### config.mk
export PLATFORM = sky130hd
export DESIGN_NAME = request_arbiter_flat
export DESIGN_NICKNAME = d
export VERILOG_FILES = /design/src/rtl/arb_pkg.sv /design/src/rtl/request_arbiter_if.sv /design/src/rtl/rr_pick.sv /design/src/rtl/request_arbiter.sv /design/src/flat_wrapper.sv
export SDC_FILE = /design/constraint.sdc
export NUM_CORES = 1
export LEC_CHECK = 0
export ABC_CLOCK_PERIOD_IN_PS = 8600
export CORE_ASPECT_RATIO = 1.1
export CORE_MARGIN = 5
export CORE_UTILIZATION = 60
export CTS_CLUSTER_SIZE = 25
export DETAILED_ROUTE_END_ITERATION = 8
export HOLD_SLACK_MARGIN = 0.12
export PLACE_DENSITY = 0.83
export SYNTH_ARGS = -nofsm -noshare
export SYNTH_HDL_FRONTEND = slang
export SYNTH_SLANG_ARGS = --single-unit
### constraint.sdc
create_clock -name clk -period 8.6 [get_ports clk]
set_input_delay 1.72 -clock clk [delete_from_list [all_inputs] [get_ports clk]]
set_output_delay 1.72 -clock clk [all_outputs]
set_load 0.01 [all_outputs]
### src/rtl/arb_pkg.sv
// rtl/arb_pkg.sv - shared types, constants and encoder helpers for request_arbiter
package arb_pkg;

  localparam int NREQ = 7;
  localparam int IDXW = 3;

  typedef enum logic [1:0] {
    IDLE  = 2'd0,
    GRANT = 2'd1,
    GAP   = 2'd2
  } arb_state_t;

  // 7:3 priority encoder: highest set index wins, 0 when nothing is set.
  function automatic logic [IDXW-1:0] prio_enc(input logic [NREQ:1] v);
    logic [IDXW-1:0] idx;
    idx = '0;
    for (int i = 1; i <= NREQ; i++) begin
      if (v[i]) idx = IDXW'(i);
    end
    return idx;
  endfunction

  // Folds 1..14 back into the 1..7 requester range.
  function automatic logic [IDXW-1:0] wrap_idx(input logic [IDXW:0] x);
    return (x > 4'd7) ? IDXW'(x - 4'd7) : x[IDXW-1:0];
  endfunction

  function automatic logic [NREQ:1] onehot(input logic [IDXW-1:0] idx);
    logic [NREQ:1] v;
    v = '0;
    for (int i = 1; i <= NREQ; i++) begin
      v[i] = (idx == IDXW'(i));
    end
    return v;
  endfunction

endpackage

### src/rtl/request_arbiter_if.sv
// rtl/request_arbiter_if.sv - requester-side handshake bundle for request_arbiter
interface request_arbiter_if;
  import arb_pkg::*;

  logic [NREQ:1]   req;
  logic            rel;
  logic            mode;
  logic [NREQ:1]   gnt;
  logic [IDXW-1:0] gidx;
  logic            busy;
  logic            timeout;

  modport master (
    output req, rel, mode,
    input  gnt, gidx, busy, timeout
  );

  modport slave (
    input  req, rel, mode,
    output gnt, gidx, busy, timeout
  );
endinterface

### src/rtl/rr_pick.sv
// rtl/rr_pick.sv - combinational winner select, fixed priority or round-robin
module rr_pick
  import arb_pkg::*;
(
  input  logic [NREQ:1]   req,
  input  logic [IDXW-1:0] last,
  input  logic            mode,
  output logic [IDXW-1:0] win
);

  logic [NREQ:1]   rot;
  logic [IDXW-1:0] rot_win;

  // Rotated so that last+1 lands on bit 7: the highest-first encoder then
  // yields the first requester in round-robin order.
  always_comb begin
    rot = '0;
    for (int k = 1; k <= NREQ; k++) begin
      rot[NREQ + 1 - k] = req[wrap_idx({1'b0, last} + 4'(k))];
    end
    rot_win = prio_enc(rot);
    win     = '0;
    if (!mode) begin
      win = prio_enc(req);
    end else if (rot_win != '0) begin
      win = wrap_idx({1'b0, last} + (4'd8 - {1'b0, rot_win}));
    end
  end

endmodule

### src/rtl/request_arbiter.sv
// rtl/request_arbiter.sv - seven-way grant-holding arbiter with hold timeout
module request_arbiter
  import arb_pkg::*;
#(
  parameter int unsigned MAXHOLD = 15
) (
  input  logic              clk,
  input  logic              reset_n,
  request_arbiter_if.slave  bus
);

  arb_state_t      state_q, state_d;
  logic [NREQ:1]   gnt_q, gnt_d;
  logic [IDXW-1:0] gidx_q, gidx_d;
  logic            busy_q, busy_d;
  logic            timeout_q, timeout_d;
  logic [7:0]      holdcnt_q, holdcnt_d;
  logic [IDXW-1:0] last_q, last_d;

  logic [IDXW-1:0] win;
  logic            hold_hit;
  logic            grant_exit;

  rr_pick u_rr_pick (
    .req  (bus.req),
    .last (last_q),
    .mode (bus.mode),
    .win  (win)
  );

  assign hold_hit   = (holdcnt_q == 8'(MAXHOLD));
  assign grant_exit = bus.rel || !bus.req[gidx_q] || hold_hit;

  always_comb begin
    state_d   = state_q;
    gnt_d     = gnt_q;
    gidx_d    = gidx_q;
    busy_d    = busy_q;
    timeout_d = 1'b0;
    holdcnt_d = holdcnt_q;
    last_d    = last_q;
    case (state_q)
      GRANT: begin
        if (grant_exit) begin
          state_d   = GAP;
          gnt_d     = '0;
          gidx_d    = '0;
          busy_d    = 1'b0;
          holdcnt_d = '0;
          // A release on the last allowed cycle is an orderly exit, not a timeout.
          timeout_d = hold_hit && !bus.rel;
        end else if (holdcnt_q != 8'hFF) begin
          holdcnt_d = holdcnt_q + 8'd1;
        end
      end
      default: begin
        if (bus.req != '0) begin
          state_d   = GRANT;
          gnt_d     = onehot(win);
          gidx_d    = win;
          busy_d    = 1'b1;
          last_d    = win;
          holdcnt_d = 8'd1;
        end else begin
          state_d   = IDLE;
          gnt_d     = '0;
          gidx_d    = '0;
          busy_d    = 1'b0;
        end
      end
    endcase
  end

  always_ff @(posedge clk) begin
    if (!reset_n) begin
      state_q   <= IDLE;
      gnt_q     <= '0;
      gidx_q    <= '0;
      busy_q    <= 1'b0;
      timeout_q <= 1'b0;
      holdcnt_q <= '0;
      last_q    <= 3'd7;
    end else begin
      state_q   <= state_d;
      gnt_q     <= gnt_d;
      gidx_q    <= gidx_d;
      busy_q    <= busy_d;
      timeout_q <= timeout_d;
      holdcnt_q <= holdcnt_d;
      last_q    <= last_d;
    end
  end

  assign bus.gnt     = gnt_q;
  assign bus.gidx    = gidx_q;
  assign bus.busy    = busy_q;
  assign bus.timeout = timeout_q;

endmodule

### src/flat_wrapper.sv
// flat-port wrapper written by rule: the top's interface ports become plain ports
module request_arbiter_flat import arb_pkg::*;
#(
  parameter int unsigned MAXHOLD = 15
)
  (clk, reset_n, bus_req, bus_rel, bus_mode, bus_gnt, bus_gidx, bus_busy, bus_timeout);
  request_arbiter_if bus_i ();
  input  logic clk;
  input  logic reset_n;
  input wire logic [$bits(bus_i.req)-1:0] bus_req;
  input wire logic [$bits(bus_i.rel)-1:0] bus_rel;
  input wire logic [$bits(bus_i.mode)-1:0] bus_mode;
  output wire logic [$bits(bus_i.gnt)-1:0] bus_gnt;
  output wire logic [$bits(bus_i.gidx)-1:0] bus_gidx;
  output wire logic [$bits(bus_i.busy)-1:0] bus_busy;
  output wire logic [$bits(bus_i.timeout)-1:0] bus_timeout;
  assign bus_i.req = bus_req;
  assign bus_i.rel = bus_rel;
  assign bus_i.mode = bus_mode;
  assign bus_gnt = bus_i.gnt;
  assign bus_gidx = bus_i.gidx;
  assign bus_busy = bus_i.busy;
  assign bus_timeout = bus_i.timeout;
  request_arbiter #(.MAXHOLD(MAXHOLD)) u_core (.clk(clk), .reset_n(reset_n), .bus(bus_i));
endmodule
==> summary.txt <==
STA
  • Final Critical Period: about 5.6 ns
  • Post-route clock period utilization: about two thirds
  • Final count of hold timing violations: 0
  • Post-Route Setup TNS: 0 ns
  • F_max: between 0.15 and 0.2 GHz
  • Min Hold Slack: roughly 0.46 ns
  • RSZ-0062 raised after global routing: false
  • Setup skew after layout: roughly 0.0031 ns
  • Pins Over Slew Limit: 0
  • Worst max-slew margin expressed relative to the limit: approximately half
  • Final count of negative-setup-slack endpoints: 0
  • Transition at the pin with the smallest max-transition slack: 0.745 ns
  • Worst Setup Slack, final: about 3.0 ns

Final layout
  • Layout overhead on the synthesized area: 9.29%
  • Number of fill cells: 318
  • Most common cell after layout, fill and taps aside: nand2_1
  • Layout net count: about 350
  • Diodes inserted: 0
  • Register area: roughly 480 µm²
  • Design Area, Final: approximately 0.0028 mm²
  • Ratio of cells with drive above 1 in the final layout: under 10%
  • Area used by multi-input combinational logic: roughly 0.0019 mm²
  • Top library cells by usage in the layout, fill and taps aside: 36 x nand2_1, 24 x mux2i_1, 24 x dfxtp_1

Detailed routing
  • Average via count per standard cell: about 6.4
  • Post-detailed-route count of antenna-violating nets: 0
  • Number of optimization iterations in the first detailed-route pass: 4
  • Average wire per cell in the routed design: about 16 µm
  • Drt initial violations: 205
  • Drt drc: 0
  • Drt total wl: ~6000 µm
  • Vias after detailed routing: 2,381

GRT
  • Met1 track utilization from global routing: 25.4%
  • Total track usage: a little over a fifth
  • GRT overflow: 0
  • Maximum number of pins on one net before global-route repair: 28
  • Antenna violations before repair: 0
  • Most used routing layer in global routing: met2
  • First-pass GRT wire length: between 9000 and 10,000 µm
  • GR Layer Usage met2: between 30% and 40%
  • Number of global-route vias before repair: 2,190
  • Met3 layer usage reported by global route: under 10%

Setup path
  • Most common cell type on the critical path: a21oi_1
  • Startpoint type of the worst setup path: primary input
  • Library cell contributing the largest single delay on the critical path: clkdlybuf4s50_1
  • Critical-path maximum fanout: 14
  • Cells along the critical path: clkdlybuf4s50_1 -> mux2_2 -> a221oi_1 -> a21oi_1 -> o32a_1 -> nand2_1 -> nand2_1 -> a21oi_1 -> o21bai_1 -> ha_1 -> inv_1 -> fa_1 -> ha_1 -> and3_1 -> o21ai_0 -> o21ai_0 -> or3b_4 -> a21oi_1
  • Category of the worst setup path capture point: flip-flop
  • Critical path start-end classification: in -> reg
  • Delay of the slowest critical-path stage: ~0.64 ns
  • Data required time of the critical path: 8.79 ns
  • Signal arrival time at the worst endpoint: between 5 and 6 ns

Power
  • Total power divided by cell area: just over 400 mW/mm²
  • IR Drop Worst-Case VDD: between 0.2 and 0.25 mV
  • Leakage power: roughly 0.0011 µW

Synth
  • Number of nets in the synthesized netlist: between 300 and 400
  • Summed instance area of the synthesized netlist: ~0.0025 mm²
  • Number of cells produced by synthesis: a little over 300
  • Post-Synthesis Mean Instance Area: roughly 8.2 µm²
  • Yosys reg bits: 24
  • Number of synthesized flops with an enable pin: 0
  • Proportion of synthesized chip area in sequential cells: roughly a fifth
  • Yosys warning count: 0
  • Synth cell types: just over 60
  • Synth async-reset ratio: 0%
  • Most used flip-flop cell after synthesis: dfxtp_1

Status
  • Result of the run: complete, no violations

Clock tree
  • Buffers from clock root to sink, at most: 2
  • Post-CTS setup-driven buffer insertion count: 0
  • Number of buffers inserted by hold repair at cts: 0
  • Htree depth: 1
  • Clock tree from TritonCTS: done
  • CTS Root Buffer Type: clkbuf_8
  • Clk Latency, worst-skew pair: around 0.27 ns
  • TritonCTS buffer count: 3
  • Post-cts resize count: 0
  • Register clock-pin slew on the reported worst setup and hold paths: about 0.080 ns
  • Sinks on the clock net: 24

Placement
  • RePlAce Congestion: roughly 0.94
  • Pre-CTS setup slack: 2.73 ns
  • Port Buffers: 22
  • Half-perimeter wire length after detailed placement: 4500 µm
  • Placed inst area: between 0.002 and 0.003 mm²

Floorplan
  • Area enclosed by the die boundary: ~0.0056 mm²
  • Die span in x: 72.1 µm
  • Initial cell density of the core: 63.2%
  • Core ar.: slightly above 0.004 mm²
  • Ports: 23
  • Vert. Die Dim: 78.3 µm
  • Standard-cell rows: 24

Min path
  • Path class of the lowest-slack min-delay path: reg -> reg

Job
  • Max-Cap Viols: 0
-- final cells by class --
cell class	instances	area share, %
Multi-Input combinational cell	258	69.2
Sequential cell	24	17.3
Timing Repair Buffer	23	8.19
Tap cell	52	2.34
Clock buffer	3	1.48
Inverter	11	1.48
-- worst paths after layout --
| check | from | endpoint | slack (ns) | cells after the start |
|---|---|---|---|---|
| max | bus_req[4] | u_core.bus.gidx[2] | 2.95 | 18 |
| min | u_core.bus.gnt[4] | u_core.bus.gnt[4] | 0.46 | 2 |
| max reg2reg | u_core.last_q[2] | u_core.bus.gidx[2] | 3.29 | 20 |
| min reg2reg | u_core.bus.gnt[4] | u_core.bus.gnt[4] | 0.46 | 2 |
-- flip-flops by register name, summed over array words and instances, names as in the netlist --
name and count:
u_core.last_q 3, u_core.bus.gidx 3, u_core.bus.gnt 7, u_core.holdcnt_q 8, u_core.bus.timeout 1, u_core.state_q 2
-- stage by stage --
step	util [%]	total power, µW	std cells
5_1_grt	69.1	1240	371
3_5_place_dp	68.1	1070	368
3_3_place_gp	68.1	1040	368
2_1_floorplan	-	903	311
6_report	69.1	1140	371
4_1_cts	69.1	1140	371
-- worst max-delay path: cells and delay by family --
family / cells / cell delay [ns]
AND/OR/NAND/NOR: 4 / 0.69
adder cells (fa/ha/maj): 3 / 0.84
AO/OA/AOI/OAI: 8 / 1.49
buffers and inverters: 2 / 0.72
multiplexers: 1 / 0.38
-- layer usage --
layer | vias up | share of wire, %
met2 | 94 | 49
met3 | 15 | 5.7
met1 | 1112 | 42
met5 | - | 0
li1 | 1160 | -
met4 | 0 | 3.2
-- cell usage after synthesis, drive strengths merged, types with 5 or more instances --
master / n / area (µm²)
o22ai: 5 / 31.3
nor3: 5 / 25.0
nand2: 36 / 135
xnor2: 7 / 61.3
nor2: 23 / 96.4
nand4: 6 / 37.5
ha: 18 / 225
nand2b: 14 / 87.6
a22o: 6 / 52.6
mux2: 5 / 56.3
buf: 14 / 82.6
mux2i: 24 / 240
and3: 5 / 31.3
a21oi: 14 / 70.1
o21ai: 8 / 40.0
nand3: 7 / 35.0
xor2: 9 / 78.8
dfxtp: 24 / 480
nor2b: 10 / 62.6
inv: 11 / 41.3
-- where the power goes --
| part | leakage [µW] | internal, µW | total (µW) | switching [µW] |
|---|---|---|---|---|
| clock network | 0.0000216 | 31.4 | 65.8 | 34.5 |
| registers | 0.000196 | 133 | 163 | 30.3 |
| logic | 0.000897 | 410 | 911 | 501 |
-- cells by family (layout without fill, tap and decap cells) --
group / Yosys count / after routing / share of synthesized area [%]
xor+xnor: 16 / 16 / 5.51
fa+ha+maj: 19 / 19 / 9.64
buf+inv: 29 / 37 / 5.46
flops: 24 / 24 / 18.9
mux: 32 / 32 / 14.3
compound gates: 71 / 71 / 21.6
simple gates: 120 / 120 / 24.6
No activity file was read; power rests on OpenSTA's default activity.
==> edit 1: new RTL, same flow settings <==
`NREQ`: 7 -> 6.
--- a/src/rtl/arb_pkg.sv
+++ b/src/rtl/arb_pkg.sv
@@ -3,3 +3,3 @@
 
-  localparam int NREQ = 7;
+  localparam int NREQ = 6;
   localparam int IDXW = 3;
Ports: changed (resized bus_gnt and bus_req); port bits go from 23 to 21. No check against the original RTL was run, so the function may have changed too.
==> edit 1 against the original RTL <==
Highest routed layer unchanged; sequential share of layout area is 1.7 points higher; cell area is 13% lower; synthesized cell count is 9.6% lower; fmax is 3.5% lower; utilization is 1.5 points lower; count of clock-buffer cells in the layout is 1 higher; worst setup slack worse by 0.21 ns; global-route usage is 1.7 points higher; area after synthesis is 13% lower; clock skew is 0.0024 ns higher; sequential cell count is 1 lower; routed wire length is 12% lower.
Power is left out: the tool's default activity adds up to more than one toggle a clock period on the data nets, which glitch-free logic cannot reach.
==> edit 1: results (changes against the original RTL) <==
adder-cell share of the synthesized area=0.0852 (was 0.0964); run status=finished, final reports clean (unchanged); Synth area leaders=dfxtp_1 (21%), ha_1 (8.5%), mux2i_1 (5.5%) (was dfxtp_1 (19%), mux2i_1 (9.4%), ha_1 (8.8%)); first-pass GRT wire length=8980 um (was 9920 um); dpl hpwl=3840 um (was 4500 um); nets=317 (was 351); vias in the first global route=1989 (was 2190); Synth top cells by count=nand2_1 (25), nor2_1 (24), dfxtp_1 (23), ha_1 (15), inv_1 (15) (was nand2_1 (36), dfxtp_1 (24), mux2i_1 (24), nor2_1 (21), ha_1 (18)); mux cell area share after synthesis=0.0818 (was 0.143); Initial DRT Pass Iterations=5 (was 4); Fill cells=314 (was 318); Inverters, non-clock=18 (was 11); Buffers on Ports=20 (was 22); largest net degree at the start of global routing=32 (was 28); Worst Tran Pin Value=0.735 ns (was 0.745 ns); wirelength, routed=5330 um (was 6020 um); #MultiIn Comb=225 (was 258); Avg Cell Area, Syn=7.84 um^2 (was 8.18 um^2); GPL Wtd Cong=0.877 (was 0.944); post-layout util=0.676 (was 0.691); Crit. Startpoint=bus_req[1] (was bus_req[4]); CLK BUF=4 (was 3); Critical Path Fanout Max=11 (was 14); crit-path max cell delay=0.71 ns (was 0.64 ns); Hold EP=u_core.bus.gnt[1] (was u_core.bus.gnt[4])
[edit 1: cell types whose count changed in the layout (fill, tap and decap cells not counted), sizes merged, moves of 3 or more]
cell and delta:
nand2b -5, a31o +3, inv +6, ha -3
a211oi +4, mux2i -12, a22o -4, o21ai +7
a32o +5, xnor2 -5, o21bai -3, nand2 -11
o221ai -4, a21boi +4
[edit 1: metrics by stage]
stage | hold slack [ns] | worst slack, ns | cells
2_1_floorplan | 0.454 | 3.49 | 281
3_3_place_gp | 0.455 | 2.75 | 337
3_5_place_dp | 0.459 | 2.51 | 337
4_1_cts | 0.484 | 2.78 | 341
5_1_grt | 0.510 | 2.41 | 341
6_report | 0.478 | 2.75 | 341
[edit 1: per-layer routing]
| layer | up-vias | track usage | wire [um] |
|---|---|---|---|
| met5 | - | 0 | 0 |
| met4 | 0 | 0.0905 | 101 |
| met3 | 9 | 0.0153 | 220 |
| met2 | 62 | 0.397 | 2620 |
| met1 | 1000 | 0.292 | 2380 |
| li1 | 1055 | - | - |
==> edit 2: new RTL, same settings <==
Made on the original files. Encoding of `arb_state_t`: now one-hot (3 bits for 3 states).
--- a/src/rtl/arb_pkg.sv
+++ b/src/rtl/arb_pkg.sv
@@ -6,6 +6,6 @@
 
-  typedef enum logic [1:0] {
-    IDLE  = 2'd0,
-    GRANT = 2'd1,
-    GAP   = 2'd2
+  typedef enum logic [2:0] {
+    IDLE  = 3'b001,
+    GRANT = 3'b010,
+    GAP   = 3'b100
   } arb_state_t;
Check against the original RTL: same outputs for any inputs over 10 cycles, from zero or initial values and one cycle with reset_n low; not proved beyond that.
==> edit 2 against the original RTL <==
Cell area grew 2.3%; largest power group unchanged; sequential share of layout area grew 0.32 points; area after synthesis up 3.4%; worst setup slack got worse by 0.37 ns; non-clock buffer count fell by 1; count of clock-buffer cells in the layout unchanged; global-route usage is 0.54 points higher; routed wire length grew 0.63%; combinational power is 1% higher; sequential cell count grew 1; total power up 2.1%; clock power up 10%.
==> edit 2: results (changes against the original RTL) <==
CTS H-tree lvls=1 (unchanged); WP data arrival=6.20 ns (was 5.84 ns); Resized cells post-CTS=0 (unchanged); Buffers on Ports=22 (unchanged); Clock Path Buffers=2 (unchanged); dpl hpwl=4450 um (was 4500 um); Iter 0 DRT Violations=144 (was 205); synthesized area=2630 um^2 (was 2540 um^2); layout cells sized above 1=0.0762 (was 0.0721); run status=finished, final reports clean (unchanged); Initial DRT Pass Iterations=5 (was 4); Yosys Warn Count=0 (unchanged); vias post-DR=2407 (was 2381); Clock Tree Root=clkbuf_8 (unchanged); CTS buffer count=3 (unchanged); Largest register FFs=8 (unchanged); first-pass GRT wire length=10300 um (was 9920 um); Async S/R FF share, synth=0 (unchanged); LEAKAGE=1.07 nW (was 1.11 nW); largest net degree at the start of global routing=27 (was 28); Synth top cells by count=nor2_1 (29), dfxtp_1 (25), nand2_1 (25), mux2i_1 (20), o21ai_0 (20) (was nand2_1 (36), dfxtp_1 (24), mux2i_1 (24), nor2_1 (21), ha_1 (18)); vias in the first global route=2225 (was 2190); Total GRT Usage=0.217 (was 0.212); setup repair bufs after CTS=0 (unchanged); drt wl/cell=15.9 um (was 16.2 um); worst skew pair latency=0.28 ns; Unique masters post-synth=59 (was 62); setup violators final=0 (unchanged); FF-to-FF path depth=16 (was 20); Critical Path Fanout Max=26 (was 14); Largest Register=u_core.holdcnt_q (unchanged); GPL Wtd Cong=0.878 (was 0.944); Seq/Total Area, Yosys=0.190 (was 0.189); clock transition at the registers of the reported paths=0.09 ns; VDD IR max=0.321 mV (was 0.205 mV); WHS Path Cells=2 (unchanged); Main synth FF type=dfxtp_1 (unchanged); initial antenna violation count=0 (unchanged); Hold Path Class=flip-flop to flip-flop (unchanged); worst rel slew slack=0.376 (was 0.500); Clock Skews=0.00226 ns (was 0.00312 ns); Final min period=6.01 ns (was 5.65 ns); Synth area leaders=dfxtp_1 (19%), ha_1 (8.6%), mux2i_1 (7.6%) (was dfxtp_1 (19%), mux2i_1 (9.4%), ha_1 (8.8%)); antenna diode count=0 (unchanged); nets=359 (was 351)
[edit 2: report_power, final]
part	internal [mW]	total [mW]	switching, mW
Clock	0.0329	0.0724	0.0394
Sequential	0.134	0.172	0.0386
Combinational	0.432	0.920	0.488
[edit 2: final timing paths]
check                           slack [ns]              start                 to
worst max-delay path                  2.59   u_core.last_q[0]  u_core.bus.gnt[3]
worst min-delay path                  0.49  u_core.bus.gnt[1]  u_core.bus.gnt[1]
worst max register to register        2.59   u_core.last_q[0]  u_core.bus.gnt[3]
worst min register to register        0.49  u_core.bus.gnt[1]  u_core.bus.gnt[1]
[edit 2: logic make-up after synthesis]
group / after synthesis / synth area share
AOI/OAI and AO/OA: 86 / 0.224
xor gates and xnor gates: 15 / 0.0528
adders and majority gates: 19 / 0.0932
buffers and inverters: 39 / 0.0680
DFF: 25 / 0.190
muxes: 30 / 0.149
and+or+nand+nor: 112 / 0.223
[edit 2: layer usage]
metal	GRT usage	up-vias	share of wire
met5	0	-	0
met4	0.0627	0	0.016
met3	0.0189	11	0.036
met2	0.375	58	0.49
met1	0.284	1144	0.46
li1	-	1194	-
[edit 2: cell type report]
class	count	area, um^2
tap	54	67.6
clock buffer	3	41.3
multi-input combinational	262	1950
timing repair buffer	22	220
sequential	25	500
fill	382	1440
inverter	15	56.3
clock inverter	1	7.51
[edit 2: critical path: stages (launching register included)]
cell and delay (ns):
dfxtp_1 0.94, inv_1 0.39, ha_1 0.96, inv_1 0.23, o31ai_1 0.39, mux4_2 0.59
o21ai_0 0.10, a21oi_1 0.08, or2_2 0.28, ha_1 0.18, inv_1 0.08, fa_1 0.45
ha_1 0.30, mux2i_1 0.10, nand2b_1 0.23, or3_1 0.37, a221oi_1 0.25
[edit 2: stage by stage]
stage | instances | hold WS [ns] | instance area [um^2] | setup WS, ns
floorplan | 326 | 0.480 | 2630 | 3.54
global placement | 378 | 0.464 | 2800 | 2.72
detailed placement | 378 | 0.465 | 2800 | 2.59
CTS | 382 | 0.488 | 2850 | 2.63
global route | 382 | 0.509 | 2850 | 2.15
finish | 382 | 0.486 | 2850 | 2.59
